==> src/rtl/wd_pkg.sv <==
// Shared definitions for the link watchdog supervisor: FSM encoding and
// the width of the per-channel and ARM microsecond counters.
package wd_pkg;

    localparam int CNT_W = 16;

    typedef enum logic [1:0] {
        ST_IDLE  = 2'd0,
        ST_ARM   = 2'd1,
        ST_RUN   = 2'd2,
        ST_FAULT = 2'd3
    } wd_state_e;

endpackage

==> src/rtl/wd_channel.sv <==
// One heartbeat channel: 2-flop synchronizer, edge detect, saturating
// microsecond counter since the last edge, and a "seen since IDLE" flag.
module wd_channel
    import wd_pkg::*;
#(
    parameter int TIMEOUT_US = 1000
) (
    input  logic clk,
    input  logic rst_n,
    input  logic sig_i,
    input  logic en_i,
    input  logic tick_i,
    input  logic cnt_clr_i,
    input  logic seen_clr_i,
    output logic expired_o,
    output logic seen_o
);

    localparam logic [CNT_W-1:0] LIMIT = CNT_W'(TIMEOUT_US);

    // [0],[1] form the synchronizer; [2] is the delayed copy for edge detect.
    logic [2:0]       sync_q;
    logic [CNT_W-1:0] cnt_q, cnt_d;
    logic             seen_q, seen_d;
    logic             edge_w;

    assign edge_w = sync_q[1] ^ sync_q[2];

    always_comb begin
        cnt_d  = cnt_q;
        seen_d = seen_q;
        if (!en_i) begin
            cnt_d  = '0;
            seen_d = 1'b0;
        end else begin
            // An edge coinciding with a tick must still restart the count.
            if (edge_w || cnt_clr_i) begin
                cnt_d = '0;
            end else if (tick_i && (cnt_q < LIMIT)) begin
                cnt_d = cnt_q + CNT_W'(1);
            end
            if (seen_clr_i) begin
                seen_d = 1'b0;
            end else if (edge_w) begin
                seen_d = 1'b1;
            end
        end
    end

    always_ff @(posedge clk or negedge rst_n) begin
        if (!rst_n) begin
            sync_q <= '0;
            cnt_q  <= '0;
            seen_q <= 1'b0;
        end else begin
            sync_q <= {sync_q[1:0], sig_i};
            cnt_q  <= cnt_d;
            seen_q <= seen_d;
        end
    end

    assign expired_o = en_i && (cnt_q == LIMIT);
    assign seen_o    = seen_q;

endmodule

==> src/rtl/link_watchdog_supervisor.sv <==
// Power-stage supervisor: arms when every enabled heartbeat has toggled,
// runs with pwm_en high, and latches a fault on any heartbeat timeout.
module link_watchdog_supervisor
    import wd_pkg::*;
#(
    parameter int CLK_FREQ_MHZ   = 40,
    parameter int N_CH           = 4,
    parameter int TIMEOUT_US     = 1000,
    parameter int ARM_TIMEOUT_US = 10000
) (
    input  logic            clk,
    input  logic            rst_n,
    input  logic [N_CH-1:0] sig_in,
    input  logic [N_CH-1:0] ch_en,
    input  logic            run_req,
    input  logic            clr_req,
    output logic            pwm_en,
    output logic            fault,
    output logic [N_CH-1:0] fault_ch,
    output logic            arm_fail,
    output logic [1:0]      state,
    output logic            clr_ack
);

    localparam int               PRE_W   = (CLK_FREQ_MHZ > 1) ? $clog2(CLK_FREQ_MHZ) : 1;
    localparam logic [PRE_W-1:0] PRE_MAX = PRE_W'(CLK_FREQ_MHZ - 1);
    localparam logic [CNT_W-1:0] ARM_LIM = CNT_W'(ARM_TIMEOUT_US);

    logic [1:0]       rst_sync_q;
    logic [PRE_W-1:0] pre_q;
    logic             tick_w;
    logic [N_CH-1:0]  expired_w;
    logic [N_CH-1:0]  seen_w;
    logic             all_seen_w;
    logic             go_arm_w;

    wd_state_e        state_q;
    logic [CNT_W-1:0] arm_tmr_q;
    logic             pwm_en_q;
    logic             fault_q;
    logic [N_CH-1:0]  fault_ch_q;
    logic             arm_fail_q;
    logic             clr_ack_q;

    // Reset asserts asynchronously but the FSM only leaves IDLE once the
    // release has propagated through two clk flops.
    always_ff @(posedge clk or negedge rst_n) begin
        if (!rst_n) rst_sync_q <= '0;
        else        rst_sync_q <= {rst_sync_q[0], 1'b1};
    end

    assign tick_w = (pre_q == PRE_MAX);

    always_ff @(posedge clk or negedge rst_n) begin
        if (!rst_n)      pre_q <= '0;
        else if (tick_w) pre_q <= '0;
        else             pre_q <= pre_q + PRE_W'(1);
    end

    assign go_arm_w   = (state_q == ST_IDLE) && run_req && rst_sync_q[1];
    assign all_seen_w = &(seen_w | ~ch_en);

    for (genvar g = 0; g < N_CH; g++) begin : g_ch
        wd_channel #(
            .TIMEOUT_US(TIMEOUT_US)
        ) u_ch (
            .clk       (clk),
            .rst_n     (rst_n),
            .sig_i     (sig_in[g]),
            .en_i      (ch_en[g]),
            .tick_i    (tick_w),
            .cnt_clr_i (go_arm_w),
            .seen_clr_i(state_q == ST_IDLE),
            .expired_o (expired_w[g]),
            .seen_o    (seen_w[g])
        );
    end

    always_ff @(posedge clk or negedge rst_n) begin
        if (!rst_n) begin
            state_q    <= ST_IDLE;
            arm_tmr_q  <= '0;
            pwm_en_q   <= 1'b0;
            fault_q    <= 1'b0;
            fault_ch_q <= '0;
            arm_fail_q <= 1'b0;
            clr_ack_q  <= 1'b0;
        end else begin
            clr_ack_q <= 1'b0;
            case (state_q)
                ST_IDLE: begin
                    pwm_en_q <= 1'b0;
                    if (go_arm_w) begin
                        state_q   <= ST_ARM;
                        arm_tmr_q <= '0;
                    end
                end
                ST_ARM: begin
                    if (tick_w && (arm_tmr_q < ARM_LIM)) arm_tmr_q <= arm_tmr_q + CNT_W'(1);
                    if (!run_req) begin
                        state_q <= ST_IDLE;
                    end else if (all_seen_w) begin
                        state_q  <= ST_RUN;
                        pwm_en_q <= 1'b1;
                    end else if (arm_tmr_q == ARM_LIM) begin
                        state_q    <= ST_FAULT;
                        fault_q    <= 1'b1;
                        arm_fail_q <= 1'b1;
                        fault_ch_q <= ch_en & ~seen_w;
                    end
                end
                ST_RUN: begin
                    // Expiry outranks a simultaneous run_req drop.
                    if (|expired_w) begin
                        state_q    <= ST_FAULT;
                        pwm_en_q   <= 1'b0;
                        fault_q    <= 1'b1;
                        fault_ch_q <= expired_w;
                    end else if (!run_req) begin
                        state_q  <= ST_IDLE;
                        pwm_en_q <= 1'b0;
                    end
                end
                ST_FAULT: begin
                    pwm_en_q <= 1'b0;
                    if (clr_req && !run_req) begin
                        state_q    <= ST_IDLE;
                        fault_q    <= 1'b0;
                        fault_ch_q <= '0;
                        arm_fail_q <= 1'b0;
                        clr_ack_q  <= 1'b1;
                    end
                end
                default: state_q <= ST_IDLE;
            endcase
        end
    end

    assign pwm_en   = pwm_en_q;
    assign fault    = fault_q;
    assign fault_ch = fault_ch_q;
    assign arm_fail = arm_fail_q;
    assign state    = state_q;
    assign clr_ack  = clr_ack_q;

endmodule

==> config.mk <==
export PLATFORM = sky130hd
export DESIGN_NAME = link_watchdog_supervisor
export DESIGN_NICKNAME = d
export VERILOG_FILES = /design/src/rtl/wd_pkg.sv /design/src/rtl/wd_channel.sv /design/src/rtl/link_watchdog_supervisor.sv
export SDC_FILE = /design/constraint.sdc
export NUM_CORES = 1
export LEC_CHECK = 0
export ABC_CLOCK_PERIOD_IN_PS = 1900
export CORE_MARGIN = 2
export CORE_UTILIZATION = 40
export CTS_BUF_LIST = sky130_fd_sc_hd__clkbuf_8
export DETAILED_ROUTE_END_ITERATION = 6
export MAX_ROUTING_LAYER = met4
export PLACE_DENSITY = 0.6
export SYNTH_ARGS = -nofsm -noshare
export SYNTH_HDL_FRONTEND = slang
export SYNTH_SLANG_ARGS = --single-unit
==> constraint.sdc <==
create_clock -name clk -period 1.9 [get_ports clk]
set_input_delay 0.38 -clock clk [delete_from_list [all_inputs] [get_ports clk]]
set_output_delay 0.38 -clock clk [all_outputs]
set_load 0.02 [all_outputs]
======== Yosys cells after proc, flatten, opt, wreduce, memory -nomap -nowiden ========
Index checks and enable logic that the tools add are counted.
cells by class
  reductions and logical operators ........ 29
  add/subtract/negate cells ............... 6
  equal/unequal tests ..................... 27
  multiplexer cells ....................... 56
  magnitude comparators ................... 5
  bitwise logic cells ..................... 8
operator list
  operator                                               count
  2-to-1 mux 16 bit                                      14
  adder 16 x 1 -> 16 bit (second input constant)         5
  == test 16 x 10 -> 1 bit (second input constant)       4
  < comparator 16 x 10 -> 1 bit (second input constant)  4
  case mux 16 bit (2 select lines)                       1
  != test 3 x 1 -> 1 bit (second input constant)         8
  2-to-1 mux 1 bit                                       23
  2-to-1 mux 4 bit                                       5
  == test 16 x 14 -> 1 bit (second input constant)       1
  < comparator 16 x 14 -> 1 bit (second input constant)  1
  2-to-1 mux 2 bit                                       7
  != test 2 bit (second input constant)                  7
  logical AND 1 bit                                      12
  case mux 4 bit (3 select lines)                        1
  inverter 4 bit                                         2
  case mux 2 bit (4 select lines)                        1
  AND reduction 4 bit                                    2
  adder 6 x 1 -> 6 bit (second input constant)           1
  == test 6 bit (second input constant)                  1
  2-to-1 mux 6 bit                                       1
  case mux 1 bit (3 select lines)                        2
  AND reduction 3 bit                                    2
  AND reduction 6 bit                                    1
  AND reduction 5 bit                                    1
  16 further kinds                                       24
storage, ports and cells
  logic and storage cells ................. 152
  input bits .............................. 12
  register bits ........................... 114
  output and inout port bits .............. 10

======== Longest topological paths before layout ========
Gate-level depths: netlist of run 1.
  word-level depth ........................ 6
  gate-level depth with buffers ........... 8
  gate-level depth less buffers ........... 8

======== Modules after synthesis ========
A second synthesis of run 1 with hierarchy kept.
second synthesis, totals
  cells, all modules ...................... 547
  area, all modules ....................... 5606.6 µm²
modules (own cells, without submodules)
  module                         cells each  instances  area an instance (µm²)  seq. area each (µm²)
  wd_channel (g_ch[0].u_ch ...)  91          3          960.9                   500.5
  link_watchdog_supervisor       185         1          1779.2                  850.8
  wd_channel (g_ch[3].u_ch)      89          1          944.7                   500.5

======== Least setup slack after synthesis of run 1 ========
No wires, ideal clock.
  path type ............................... reg-to-reg
  start point ............................. register g_ch[2].u_ch.cnt_q[10]
  end point ............................... register fault_ch_q[0], in the netlist fault_ch[0]
  data required time ...................... 1.775 ns
  path buffers ............................ 0
  slack ................................... 0.050 ns
  stages on the path, launching flop included .. 7
  library setup time ...................... 0.125 ns
  period minus slack after synthesis ...... 1.850 ns
  arrival ................................. 1.725 ns
  cells stage by stage .................... dfrtp_1 > nor4_2 > nand2_2 > nor4_4 > nor4_4 > a2bb2oi_4 > mux2_4
on the way
  longest elaborated chain between the ends .. 5
RTL lines
  element                               RTL line                         source
  start: declaration                    wd_channel.sv:23                 logic [CNT_W-1:0] cnt_q, cnt_d;
  start signal: assignment              wd_channel.sv:57                 cnt_q <= cnt_d;
  == test 16 x 10 -> 1 bit              wd_channel.sv:62                 assign expired_o = en_i && (cnt_q == LIMIT);
  logical AND 1 bit                     wd_channel.sv:62
  OR reduction 4 bit                    link_watchdog_supervisor.sv:114  if (|expired_w) begin
  != test 2 bit (no source line)        n/a
  AND reduction 6 bit (no source line)  n/a
  end signal: assignment                link_watchdog_supervisor.sv:109  fault_ch_q <= ch_en & ~seen_w;
  end signal: assignment                link_watchdog_supervisor.sv:118  fault_ch_q <= expired_w;
  end: declaration                      link_watchdog_supervisor.sv:41   logic [N_CH-1:0] fault_ch_q;
Every way passes these cells.
A chain may end at the register's enable or synchronous reset.

======== Worst setup path in the final report of run 1 ========
  start point ............................. register arm_tmr_q[12]
  end point ............................... register fault_ch_q[0], in the netlist fault_ch[0]
on the way
  longest elaborated chain between the ends .. 3
RTL lines
  element                               RTL line                         source
  start: declaration                    link_watchdog_supervisor.sv:38   logic [CNT_W-1:0] arm_tmr_q;
  start signal: assignment              link_watchdog_supervisor.sv:99   if (tick_w && (arm_tmr_q < ARM_LIM)) arm_tmr_q <= arm_tmr_q + CNT_W'(1);
  == test 16 x 14 -> 1 bit              link_watchdog_supervisor.sv:105  end else if (arm_tmr_q == ARM_LIM) begin
  != test 2 bit (no source line)        n/a
  AND reduction 6 bit (no source line)  n/a
Every way passes these cells.

==> results of run 1 <==
==> repair_timing <==
action | CTS | global route
endpoints found under the hold margin | 23 | 0
setup buffers | 4 | 5
hold buffers | 1 | 0
resized for setup | 7 | 17
endpoints found under the setup margin | 11 | 42
pin swaps | 8 | 16
==> path summary, 6_finish.rpt <==
path	from	end	slack [ns]	cells past startpoint
worst max register to register	arm_tmr_q[12]$_DFFE_PN0P_	fault_ch[0]$_DFFE_PN0P_	-0.03	5
worst min register to register	rst_sync_q[0]$_DFF_PN0_	rst_sync_q[1]$_DFF_PN0_	0.35	0
worst max-delay path	arm_tmr_q[12]$_DFFE_PN0P_	fault_ch[0]$_DFFE_PN0P_	-0.03	5
min in group asynchronous	rst_n	g_ch[2].u_ch.cnt_q[12]$_DFFE_PN0P_	0.42	2
worst min-delay path	rst_sync_q[0]$_DFF_PN0_	rst_sync_q[1]$_DFF_PN0_	0.35	0
max in group asynchronous	rst_n	g_ch[1].u_ch.cnt_q[9]$_DFFE_PN0P_	0.91	3
==> registers in the layout, indices dropped and copies added, names as in the netlist <==
name and flops:
fault_ch 4, state 2, clr_ack 1, arm_fail 1, g_ch.u_ch.cnt_q 64, arm_tmr_q 16, pwm_en 1, g_ch.u_ch.seen_o 4
rst_sync_q 2, g_ch.u_ch.sync_q 12, fault 1, pre_q 6
==> logic make-up after synthesis <==
kind of cell | synth area share, %
multiplexers | 1.442
buffers and inverters | 2.600
XOR/XNOR | 7.116
adder cells (fa/ha/maj) | 2.600
flip-flops | 53.90
AND/OR/NAND/NOR | 25.79
other | 0.07085
AO/OA/AOI/OAI | 6.478
==> cell type report <==
class                   count  area, µm²
inverters                  19      71.32
well taps                 176      220.2
fillers                  1177       6375
clock inverters            15      161.4
flip-flops and latches    114       2853
repair buffers             90      773.2
multi-input cells         359       2397
clock buffers              17      234.0
==> stage by stage <==
| stage | total power [mW] | cells | TNS [ns] | util, % |
|---|---|---|---|---|
| 2_1_floorplan | 3.311 | 503 | 0 | - |
| 3_3_place_gp | 3.809 | 748 | -1.430 | 46.88 |
| 3_5_place_dp | 3.826 | 748 | -2.010 | 46.88 |
| 4_1_cts | 6.069 | 785 | -0.01323 | 50.39 |
| 5_1_grt | 6.318 | 790 | -0.8116 | 51.28 |
| 6_report | 6.009 | 790 | -0.04369 | 51.28 |
==> layout by cell type (no fill, tap or decap), types with 3 or more instances in the layout <==
cell type and instances:
dfrtp_1 114, nor2_1 75, buf_4 64, xor2_1 30
nand3_1 29, and2_1 24, nand4_1 24, nand2_1 22
and3_1 20, inv_1 19, a21oi_1 18, clkbuf_8 17
clkdlybuf4s50_1 17, o21ai_0 15, xnor2_1 13, ha_1 10
clkinvlp_4 7, nor4_2 6, nand2b_1 6, o21a_1 5
or3_1 5, nor3_1 4, nor4_4 4, and3_2 3
and4_1 3, or2_2 3, a21oi_2 3, mux2_4 3
clkinv_4 3, buf_12 3
==> power by group through the flow <==
stage               Clock (mW)  Sequential, mW  Combinational (mW)
floorplan                    0            2.78               0.529
global placement             0            2.71                1.10
detailed placement           0            2.71                1.12
CTS                       2.30            2.67                1.11
global route              2.40            2.68                1.24
finish                    2.22            2.67                1.12
==> layer usage <==
| layer | vias to the layer above | routed length (µm) | track usage [%] |
|---|---|---|---|
| met2 | 40 | 5050 | 26.54 |
| li1 | 1927 | - | - |
| met1 | 1899 | 5164 | 21.07 |
| met3 | 12 | 356 | 5.220 |
| met4 | 0 | 175 | 5.952 |
| met5 | - | 0 | - |
==> worst reg2reg max path: cells and delay by family (launching register included) <==
family	cells	cell delay [ns]
AO/OA/AOI/OAI	1	0.24
flip-flops	1	0.40
multiplexers	1	0.32
AND/OR/NAND/NOR	3	0.86
==> summary.json, run 1 <==
{
  "worstPathRequired": {"value": 2.21, "unit": "ns"},
  "syn_area": {"value": 0.005293, "unit": "mm²"},
  "async_s_r_ff_share_synth": {"value": 100.0, "unit": "%"},
  "worstSkewPairLatency": {"value": 0.44, "unit": "ns"},
  "net_switching_power_of_the_design": {"value": 1.772, "unit": "mW"},
  "vias_per_cell": {"value": 4.909},
  "crit_arrival": {"value": 2.24, "unit": "ns"},
  "post-route-worst-setup-slack": {"value": -0.02547, "unit": "ns"},
  "num_io_pins": {"value": 22},
  "ant_nets": {"value": 0},
  "place_area": {"value": 0.006135, "unit": "mm²"},
  "maxCapViolations": {"value": 0},
  "die_w": {"value": 119.0, "unit": "µm"},
  "worst_hold_path_type": {"value": "reg -> reg"},
  "fmax": {"value": 519.4, "unit": "MHz"},
  "post_synth_inst_count": {"value": 503},
  "run_status": {"value": "complete, but fails checks"},
  "power.switching_fraction": {"value": 29.50, "unit": "%"},
  "hold_ws": {"value": 0.3471, "unit": "ns"},
  "timing.critical_path.cells": {"value": "nor4b_2 -> nand4_1 -> nor2_2 -> a2bb2oi_4 -> mux2_4"},
  "synthesis.yosys.warnings": {"value": 0},
  "share_clk_of_total_power": {"value": 37.0, "unit": "%"},
  "cpMaxStageDelayCell": {"value": "dfrtp_1"},
  "std_cell_rows": {"value": 42},
  "placement.io_buffers": {"value": 21},
  "synthDominantCellAreaShare": {"value": 53.90, "unit": "%"},
  "p_per_area": {"value": 895.4, "unit": "mW/mm²"},
  "grt_start_max_net_pins": {"value": 31},
  "cts_tree": {"value": "built"},
  "cts_made_buffers": {"value": 17},
  "avgSynthCellArea": {"value": 10.52, "unit": "µm²"},
  "hpwlAfterDp": {"value": 7.479, "unit": "mm"},
  "fin_crit_sh": {"value": 101.3, "unit": "%"},
  "synth.most_common_cell": {"value": "dfrtp_1"},
  "initial_antenna_violation_count": {"value": 0},
  "synth.yosys.seq_area_share": {"value": 53.90, "unit": "%"},
  "layout_min_cycle_time": {"value": 1.925, "unit": "ns"},
  "violations": {"value": "setup timing"},
  "start_util": {"value": 40.45, "unit": "%"},
  "wl": {"value": 10.75, "unit": "mm"},
  "aggregate_global_routing_overflow": {"value": 0},
  "rsz0062_at_grt": {"value": "true"},
  "detailedRoute.firstPassIterationCount": {"value": 5},
  "drc": {"value": 0},
  "grt_pass1_wl": {"value": 18.56, "unit": "mm"},
  "share_seq_of_total_power": {"value": 44.4, "unit": "%"},
  "ys.flop_type": {"value": "dfrtp_1"},
  "clk_pin_slew_worst_setup_hold_paths": {"value": 0.07, "unit": "ns"},
  "drtIter0Drc": {"value": 174},
  "cellInternalPower": {"value": 4.236, "unit": "mW"},
  "htreeDepth": {"value": 4},
  "netlist-cell-type-count": {"value": 52},
  "worst-path-max-fanout": {"value": 4},
  "dpl_worst_slack": {"value": -0.3128, "unit": "ns"},
  "path_buf_inv": {"value": 0},
  "antenna_cells": {"value": 0},
  "timing.final.max_slew_violations": {"value": 0},
  "timing.final.setup_violations": {"value": 3},
  "ys_top_cells_by_count": {"value": "dfrtp_1 (114), nor2_1 (76), xor2_1 (30)"},
  "first_global_vias": {"value": 3950},
  "gp_congestion": {"value": 0.8112},
  "cell_taking_the_most_area_after_synthesis": {"value": "dfrtp_1"},
  "final.setup_skew": {"value": 0.01518, "unit": "ns"},
  "total_leakage_power": {"value": 3.104, "unit": "nW"},
  "cpLargestDelayFamily": {"value": "simple AND/OR/NAND/NOR gates"},
  "synth_edf_count": {"value": 0},
  "fp.dieH": {"value": 119.0, "unit": "µm"},
  "timing.critical_path.from_type": {"value": "flip-flop"},
  "endpoint_kind": {"value": "flip-flop"},
  "max-clock-path-buffers": {"value": 2},
  "dieArea": {"value": 0.01417, "unit": "mm²"},
  "grtUsageTotal": {"value": 17.02, "unit": "%"},
  "combinationalPowerShare": {"value": 18.6, "unit": "%"},
  "via_count": {"value": 3878},
  "core-area": {"value": 0.01309, "unit": "mm²"},
  "nNetsFinal": {"value": 624},
  "count_of_state_elements_after_synthesis": {"value": 114},
  "report.final.hold_viol_count": {"value": 0},
  "ratio_of_cells_with_drive_above_1_in_the_final_layout": {"value": 23.29, "unit": "%"},
  "fin_area": {"value": 0.006710, "unit": "mm²"},
  "routed_wire_length_per_instance": {"value": 13.60, "unit": "µm"},
  "mappedNetlistNets": {"value": 526},
  "worst-setup-path-type": {"value": "reg -> reg"},
  "synth.area.top_cells": {"value": "dfrtp_1 (54%), nor2_1 (5.4%), xor2_1 (5.0%)"},
  "area.growth.synth_to_final": {"value": 26.78, "unit": "%"},
  "clock_sinks": {"value": 114},
  "ir_drop": {"value": 0.0004067, "unit": "V"},
  "cts_root_buf": {"value": "clkbuf_8"},
  "delay_contributed_by_the_slowest_stage_of_the_critical_path": {"value": 0.40, "unit": "ns"}
}
No activity file was read; power rests on OpenSTA's default activity.
==> inputs of run 2 (changes only) <==
ABC_CLOCK_PERIOD_IN_PS = 2400   (was 1900)
PLACE_DENSITY = 0.57   (was 0.6)
clock period = 2.4 ns   (was 1.9 ns; I/O delays follow)
==> summary.json, run 2 (synthesis gave the netlist of run 1 again) <==
{
  "ir_drop": {"value": 0.0003802, "unit": "V", "change": "-6.5%"},
  "htreeDepth": {"value": 4, "change": "unchanged"},
  "cts_root_buf": {"value": "clkbuf_8"},
  "finalNonFillerCells": {"value": 740, "change": "-6.3%"},
  "first_global_vias": {"value": 3610, "change": "-8.6%"},
  "core-area": {"value": 0.01309, "unit": "mm²", "change": "unchanged"},
  "grt_pass1_wl": {"value": 17.55, "unit": "mm", "change": "-5.4%"},
  "fin_crit_sh": {"value": 87.05, "unit": "%"},
  "maxCapViolations": {"value": 0, "change": "unchanged"},
  "endpoint_kind": {"value": "primary output"},
  "placed_cells_incl_taps": {"value": 707, "change": "-5.5%"},
  "grtUsageTotal": {"value": 16.29, "unit": "%", "change": "-0.73 points"},
  "antenna_cells": {"value": 0, "change": "unchanged"},
  "clock_sinks": {"value": 114, "change": "unchanged"},
  "dpl_worst_slack": {"value": 0.04975, "unit": "ns", "change": "+0.3625 ns"},
  "p_per_area": {"value": 783.2, "unit": "mW/mm²", "change": "-13%"},
  "area.growth.synth_to_final": {"value": 18.49, "unit": "%"},
  "largest_reg_flops": {"value": 64, "change": "unchanged"},
  "fmax": {"value": 478.7, "unit": "MHz"},
  "fp.dieH": {"value": 119.0, "unit": "µm", "change": "unchanged"},
  "start_util": {"value": 40.45, "unit": "%", "change": "unchanged"},
  "initial_antenna_violation_count": {"value": 0, "change": "unchanged"},
  "ratio_of_cells_with_drive_above_1_in_the_final_layout": {"value": 14.01, "unit": "%", "change": "-9.3 points"},
  "cts_tree": {"value": "built"},
  "final.setup_skew": {"value": 0.01139, "unit": "ns", "change": "-0.003790 ns"},
  "total_leakage_power": {"value": 2.846, "unit": "nW", "change": "-8.3%"},
  "post_cts_resize_count": {"value": 0, "change": "-7"},
  "wl": {"value": 10.28, "unit": "mm", "change": "-4.3%"},
  "worst-path-max-fanout": {"value": 15, "change": "+11"},
  "max-clock-path-buffers": {"value": 2, "change": "unchanged"},
  "clk_pin_slew_worst_setup_hold_paths": {"value": 0.07, "unit": "ns", "change": "about the same"},
  "rsz0062_at_grt": {"value": "false"},
  "timing.final.max_slew_violations": {"value": 0, "change": "unchanged"},
  "detailedRoute.firstPassIterationCount": {"value": 4, "change": "-1"},
  "timing.final.setup_violations": {"value": 0, "change": "-3"},
  "drc": {"value": 0, "change": "unchanged"},
  "worstPathRequired": {"value": 1.92, "unit": "ns", "change": "-0.29 ns"},
  "aggregate_global_routing_overflow": {"value": 0, "change": "unchanged"},
  "registers.top_by_ff_count": {"value": "g_ch.u_ch.cnt_q"},
  "gp_congestion": {"value": 0.7915, "change": "-2.4%"},
  "placement.io_buffers": {"value": 21, "change": "unchanged"},
  "post-route-worst-setup-slack": {"value": 0.3108, "unit": "ns", "change": "+0.3363 ns"},
  "dieArea": {"value": 0.01417, "unit": "mm²", "change": "unchanged"},
  "routed_wire_length_per_instance": {"value": 13.89, "unit": "µm", "change": "+2.1%"},
  "vias_per_cell": {"value": 4.966, "change": "+1.2%"},
  "worst_hold_path_type": {"value": "reg -> reg"},
  "cts_made_buffers": {"value": 17, "change": "unchanged"},
  "crit_arrival": {"value": 1.61, "unit": "ns", "change": "-0.63 ns"},
  "std_cell_rows": {"value": 42, "change": "unchanged"},
  "largestRegisters": {"value": "g_ch.u_ch.cnt_q: 64 flops, arm_tmr_q: 16 flops, g_ch.u_ch.sync_q: 12 flops"},
  "grt_start_max_net_pins": {"value": 44, "change": "+42%"},
  "nNetsFinal": {"value": 574, "change": "-8.0%"},
  "via_count": {"value": 3675, "change": "-5.2%"},
  "worst-setup-path-type": {"value": "reg -> out"},
  "hpwlAfterDp": {"value": 7.154, "unit": "mm", "change": "-4.3%"},
  "mostFrequentLayoutCells": {"value": "dfrtp_1 (114), nor2_1 (76), xor2_1 (30), nand3_1 (29)"},
  "drtIter0Drc": {"value": 197, "change": "+13%"},
  "report.final.hold_viol_count": {"value": 0, "change": "unchanged"},
  "run_status": {"value": "complete, no violations"},
  "finalSetupTns": {"value": 0, "unit": "ns", "change": "+0.04369 ns"},
  "fin_total_pwr": {"value": 4.911, "unit": "mW", "change": "-18%"},
  "worstSkewPairLatency": {"value": 0.44, "unit": "ns", "change": "about the same"},
  "die_w": {"value": 119.0, "unit": "µm", "change": "unchanged"},
  "ant_nets": {"value": 0, "change": "unchanged"},
  "mostFrequentLayoutCell": {"value": "dfrtp_1"},
  "layout_min_cycle_time": {"value": 2.089, "unit": "ns"},
  "num_io_pins": {"value": 22, "change": "unchanged"},
  "timing.critical_path.from_type": {"value": "flip-flop"}
}
-- run 2: repair_timing --
| action | in CTS | in global routing |
|---|---|---|
| buffers inserted | 0 | 0 |
| hold buffers | 1 | 0 |
| endpoints found under the hold margin | 7 | 0 |
-- run 2: worst paths after layout --
check                                                 start                                 end  slack (ns)  cells after the start
max                                    state[1]$_DFFE_PN0P_                            state[1]        0.31                      2
min                        g_ch[2].u_ch.sync_q[0]$_DFF_PN0_    g_ch[2].u_ch.sync_q[1]$_DFF_PN0_        0.35                      0
max reg2reg                       arm_tmr_q[12]$_DFFE_PN0P_             fault_ch[0]$_DFFE_PN0P_        0.33                      5
min reg2reg                g_ch[2].u_ch.sync_q[0]$_DFF_PN0_    g_ch[2].u_ch.sync_q[1]$_DFF_PN0_        0.35                      0
max in group asynchronous                             rst_n  g_ch[3].u_ch.cnt_q[10]$_DFFE_PN0P_        1.26                      3
min in group asynchronous                             rst_n  g_ch[2].u_ch.cnt_q[10]$_DFFE_PN0P_        0.56                      2
-- run 2: area by class of cell --
class | count | area, µm²
inverters | 19 | 71.32
multi-input cells | 359 | 2302
clock buffers | 21 | 289.0
repair buffers | 40 | 377.9
fillers | 1212 | 6814
clock inverters | 11 | 157.7
well taps | 176 | 220.2
flip-flops and latches | 114 | 2853
-- run 2: critical path, stage by stage (launching register included) --
cell and delay, ns:
dfrtp_1 0.34, buf_4 0.20, clkdlybuf4s50_1 0.63
-- run 2: layer usage --
metal	GRT usage (%)	wire [µm]
met4	5.804	90
met3	4.837	349
met5	-	0
met2	23.67	4721
met1	21.74	5118
-- run 2: stage by stage --
| step | utilization (%) | cell area, µm² | hold slack (ns) |
|---|---|---|---|
| floorplan | - | 5293 | 0.1844 |
| global placement | 44.43 | 5814 | 0.3321 |
| detailed placement | 44.43 | 5814 | 0.3347 |
| CTS | 47.93 | 6271 | 0.3497 |
| global route | 47.93 | 6271 | 0.3567 |
| finish | 47.93 | 6271 | 0.3486 |
-- run 2: where the power goes --
| part | internal [mW] | switching, mW |
|---|---|---|
| clock network | 1.23 | 0.754 |
| logic | 0.356 | 0.455 |
| registers | 2.03 | 0.0818 |
==> inputs of run 3 (changes only) <==
--- a/config.mk
+++ b/config.mk
@@ -8,4 +8,6 @@
 export ABC_CLOCK_PERIOD_IN_PS = 2400
+export CELL_PAD_IN_SITES_DETAIL_PLACEMENT = 1
+export CELL_PAD_IN_SITES_GLOBAL_PLACEMENT = 1
 export CORE_MARGIN = 2
-export CORE_UTILIZATION = 40
+export CORE_UTILIZATION = 54
 export CTS_BUF_LIST = sky130_fd_sc_hd__clkbuf_8
@@ -13,3 +15,3 @@
 export MAX_ROUTING_LAYER = met4
-export PLACE_DENSITY = 0.57
+export PLACE_DENSITY = 0.88
 export SYNTH_ARGS = -nofsm -noshare
--- a/constraint.sdc
+++ b/constraint.sdc
@@ -3,2 +3,2 @@
 set_output_delay 0.48 -clock clk [all_outputs]
-set_load 0.02 [all_outputs]
+set_load 0.01 [all_outputs]
==> summary.json, run 3 (synthesis gave the netlist of run 1 again) <==
{
  "run_status": {"value": "complete, no violations"},
  "count_of_filler_cells_inserted_in_the_layout": {"value": 1064, "change": "-12%"},
  "worst_relative_slew_slack": {"value": 54.73, "unit": "%"},
  "fmax": {"value": 450.5, "unit": "MHz", "change": "-5.9%"},
  "first_global_vias": {"value": 4372, "change": "+21%"},
  "ratio_of_cells_with_drive_above_1_in_the_final_layout": {"value": 13.21, "unit": "%", "change": "-0.79 points"},
  "cpMaxStageDelayCell": {"value": "nor4_1"},
  "dpl_worst_slack": {"value": 0.03243, "unit": "ns", "change": "-0.01732 ns"},
  "fp.dieH": {"value": 103, "unit": "µm", "change": "-13%"},
  "htreeDepth": {"value": 4, "change": "unchanged"},
  "postcts_setup_bufs": {"value": 0, "change": "unchanged"},
  "detailedRoute.firstPassIterationCount": {"value": 4, "change": "unchanged"},
  "nNetsFinal": {"value": 570, "change": "-0.70%"},
  "gp_congestion": {"value": 0.8273, "change": "+4.5%"},
  "start_util": {"value": 54.91, "unit": "%", "change": "+14 points"},
  "mostFrequentLayoutCell": {"value": "dfrtp_1"},
  "finalNonFillerCells": {"value": 693, "change": "-6.4%"},
  "report.final.hold_viol_count": {"value": 0, "change": "unchanged"},
  "drtIter0Drc": {"value": 139, "change": "-29%"},
  "max-clock-path-buffers": {"value": 2, "change": "unchanged"},
  "timing_worst_slew_pin_value": {"value": 0.6791, "unit": "ns"},
  "largest_reg_flops": {"value": 64, "change": "unchanged"},
  "cts_hold_repair.buffers": {"value": 0, "change": "-1"},
  "worst-setup-path-type": {"value": "reg -> reg"},
  "clk_pin_slew_worst_setup_hold_paths": {"value": 0.07, "unit": "ns", "change": "about the same"},
  "num_io_pins": {"value": 22, "change": "unchanged"},
  "maxCapViolations": {"value": 0, "change": "unchanged"},
  "cpLargestDelayFamily": {"value": "simple AND/OR/NAND/NOR gates"},
  "fin_total_pwr": {"value": 4.940, "unit": "mW", "change": "+0.59%"},
  "grtUsageTotal": {"value": 28.51, "unit": "%", "change": "+12 points"},
  "grt_start_max_net_pins": {"value": 50, "change": "+14%"},
  "power.switching_fraction": {"value": 27.40, "unit": "%", "change": "+1.1 points"},
  "die_w": {"value": 103, "unit": "µm", "change": "-13%"},
  "wl": {"value": 13.32, "unit": "mm", "change": "+30%"},
  "area.growth.synth_to_final": {"value": 16.71, "unit": "%"},
  "crit_path_start": {"value": "pre_q[0]$_DFF_PN0_"},
  "critical_path_depth": {"value": 7, "change": "+5"},
  "routed_wire_length_per_instance": {"value": 19.22, "unit": "µm", "change": "+38%"},
  "timing.critical_path.from_type": {"value": "flip-flop"},
  "timing.critical_path.cells": {"value": "ha_1 -> and3b_2 -> nand2_2 -> nor4_1 -> nand3_1 -> xor2_1 -> nor2_1"},
  "via_count": {"value": 3945, "change": "+7.3%"},
  "net_switching_power_of_the_design": {"value": 1.354, "unit": "mW", "change": "+4.9%"},
  "share_seq_of_total_power": {"value": 43.1, "unit": "%", "change": "about the same"},
  "layout_min_cycle_time": {"value": 2.220, "unit": "ns", "change": "+0.1304 ns"},
  "critical_path.endpoint": {"value": "g_ch[1].u_ch.cnt_q[7]$_DFFE_PN0P_"},
  "cts_made_buffers": {"value": 17, "change": "unchanged"},
  "layout.core_utilization": {"value": 64.08, "unit": "%", "change": "+16 points"},
  "placement.io_buffers": {"value": 21, "change": "unchanged"},
  "total_leakage_power": {"value": 2.814, "unit": "nW", "change": "-1.1%"},
  "combinationalPowerShare": {"value": 16.7, "unit": "%", "change": "+0.2 points"},
  "final.setup_skew": {"value": 0.01297, "unit": "ns", "change": "+0.001576 ns"},
  "drc": {"value": 0, "change": "unchanged"},
  "finalSetupTns": {"value": 0, "unit": "ns", "change": "unchanged"},
  "cts_root_buf": {"value": "clkbuf_8"},
  "clock_sinks": {"value": 114, "change": "unchanged"},
  "placed_cells_incl_taps": {"value": 661, "change": "-6.5%"},
  "worstPathRequired": {"value": 2.76, "unit": "ns", "change": "+0.84 ns"},
  "largestRegisters": {"value": "g_ch.u_ch.cnt_q: 64 flops, arm_tmr_q: 16 flops, g_ch.u_ch.sync_q: 12 flops"},
  "timing.reg2reg.worst_path_depth": {"value": 7, "change": "+2"},
  "path_buf_inv": {"value": 0, "change": "-2"},
  "vias_per_cell": {"value": 5.693, "change": "+15%"},
  "dieArea": {"value": 0.01061, "unit": "mm²", "change": "-25%"},
  "std_cell_rows": {"value": 36, "change": "-14%"},
  "worst-path-max-fanout": {"value": 5, "change": "-10"},
  "critical_path.reg2reg.endpoint": {"value": "g_ch[1].u_ch.cnt_q[7]$_DFFE_PN0P_"},
  "registers.top_by_ff_count": {"value": "g_ch.u_ch.cnt_q"},
  "ant_nets": {"value": 0, "change": "unchanged"},
  "aggregate_global_routing_overflow": {"value": 0, "change": "unchanged"},
  "initial_antenna_violation_count": {"value": 0, "change": "unchanged"},
  "rsz0062_at_grt": {"value": "false"},
  "antenna_cells": {"value": 0, "change": "unchanged"},
  "timing.final.setup_violations": {"value": 0, "change": "unchanged"},
  "r2r-start": {"value": "pre_q[0]$_DFF_PN0_"},
  "mostFrequentLayoutCells": {"value": "dfrtp_1 (114), nor2_1 (76), xor2_1 (30), nand3_1 (29)"},
  "grt_pass1_wl": {"value": 22.02, "unit": "mm", "change": "+25%"},
  "cellInternalPower": {"value": 3.587, "unit": "mW", "change": "-0.95%"},
  "ir_drop": {"value": 0.0004451, "unit": "V", "change": "+17%"},
  "worst_hold_path_type": {"value": "in -> async"},
  "delay_contributed_by_the_slowest_stage_of_the_critical_path": {"value": 0.63, "unit": "ns", "change": "about the same"},
  "worstSkewPairLatency": {"value": 0.45, "unit": "ns", "change": "about the same"},
  "seq_area": {"value": 0.002853, "unit": "mm²", "change": "unchanged"},
  "endpoint_kind": {"value": "flip-flop"},
  "p_per_area": {"value": 799.8, "unit": "mW/mm²", "change": "+2.1%"},
  "reg2reg_slack": {"value": 0.18, "unit": "ns", "change": "-0.15 ns"},
  "fin_crit_sh": {"value": 92.48, "unit": "%", "change": "+5.4 points"},
  "multi_input_comb_area": {"value": 0.002302, "unit": "mm²", "change": "unchanged"},
  "core-area": {"value": 0.009639, "unit": "mm²", "change": "-26%"},
  "hpwlAfterDp": {"value": 8.825, "unit": "mm", "change": "+23%"},
  "crit_arrival": {"value": 2.58, "unit": "ns", "change": "+0.97 ns"},
  "cts_tree": {"value": "built"},
  "post-route-worst-setup-slack": {"value": 0.1804, "unit": "ns", "change": "-0.1304 ns"},
  "share_clk_of_total_power": {"value": 40.2, "unit": "%", "change": "-0.2 points"},
  "post_cts_resize_count": {"value": 0, "change": "unchanged"},
  "timing.final.max_slew_violations": {"value": 0, "change": "unchanged"}
}
## run 3: cell count changes in the layout (fill, tap and decap cells not counted)
cell	change
buf_4	-3
clkbuf_8	-1
clkinv_2	-3
clkinv_4	-1
clkinvlp_4	+3
dlygate4sd3_1	-1
inv_1	+2
## run 3: power groups by stage
stage	Sequential (mW)	Clock, mW	Combinational, mW
floorplan	2.16	0	0.419
global placement	2.15	0	0.756
detailed placement	2.16	0	0.808
CTS	2.13	2.02	0.827
global route	2.14	2.10	0.904
finish	2.13	1.98	0.825
## run 3: worst min-delay path by stage
stage	from	endpoint	slack, ns
floorplan	rst_n	arm_fail$_DFFE_PN0P_	0.18
global placement	g_ch[1].u_ch.sync_q[0]$_DFF_PN0_	g_ch[1].u_ch.sync_q[1]$_DFF_PN0_	0.33
detailed placement	g_ch[3].u_ch.sync_q[0]$_DFF_PN0_	g_ch[3].u_ch.sync_q[1]$_DFF_PN0_	0.34
CTS	rst_n	g_ch[2].u_ch.cnt_q[12]$_DFFE_PN0P_	0.07
global route	rst_n	g_ch[2].u_ch.cnt_q[12]$_DFFE_PN0P_	0.11
finish	rst_n	g_ch[2].u_ch.cnt_q[12]$_DFFE_PN0P_	0.06
## run 3: per-layer routing
metal | wire length (µm) | part of all wire, % | global-route usage [%] | vias to the layer above
met2 | 7065 | 53 | 48.60 | 69
met3 | 400 | 3.0 | 6.305 | 32
met5 | 0 | 0 | - | -
li1 | - | - | - | 1826
met1 | 5523 | 41 | 32.40 | 2018
met4 | 329 | 2.5 | 12.04 | 0
## run 3: cell type report
cell class	instances	share of cell area, %
well taps	133	2.694
inverters	19	1.155
clock inverters	12	2.653
flip-flops and latches	114	46.18
multi-input cells	359	37.27
clock buffers	20	4.456
repair buffers	36	5.590
## run 3: through the flow
step                hold slack, ns  area, µm²
finish                     0.06060       6177
floorplan                   0.1844       5293
CTS                        0.07219       6177
global route                0.1057       6177
detailed placement          0.3363       5738
global placement            0.3334       5738
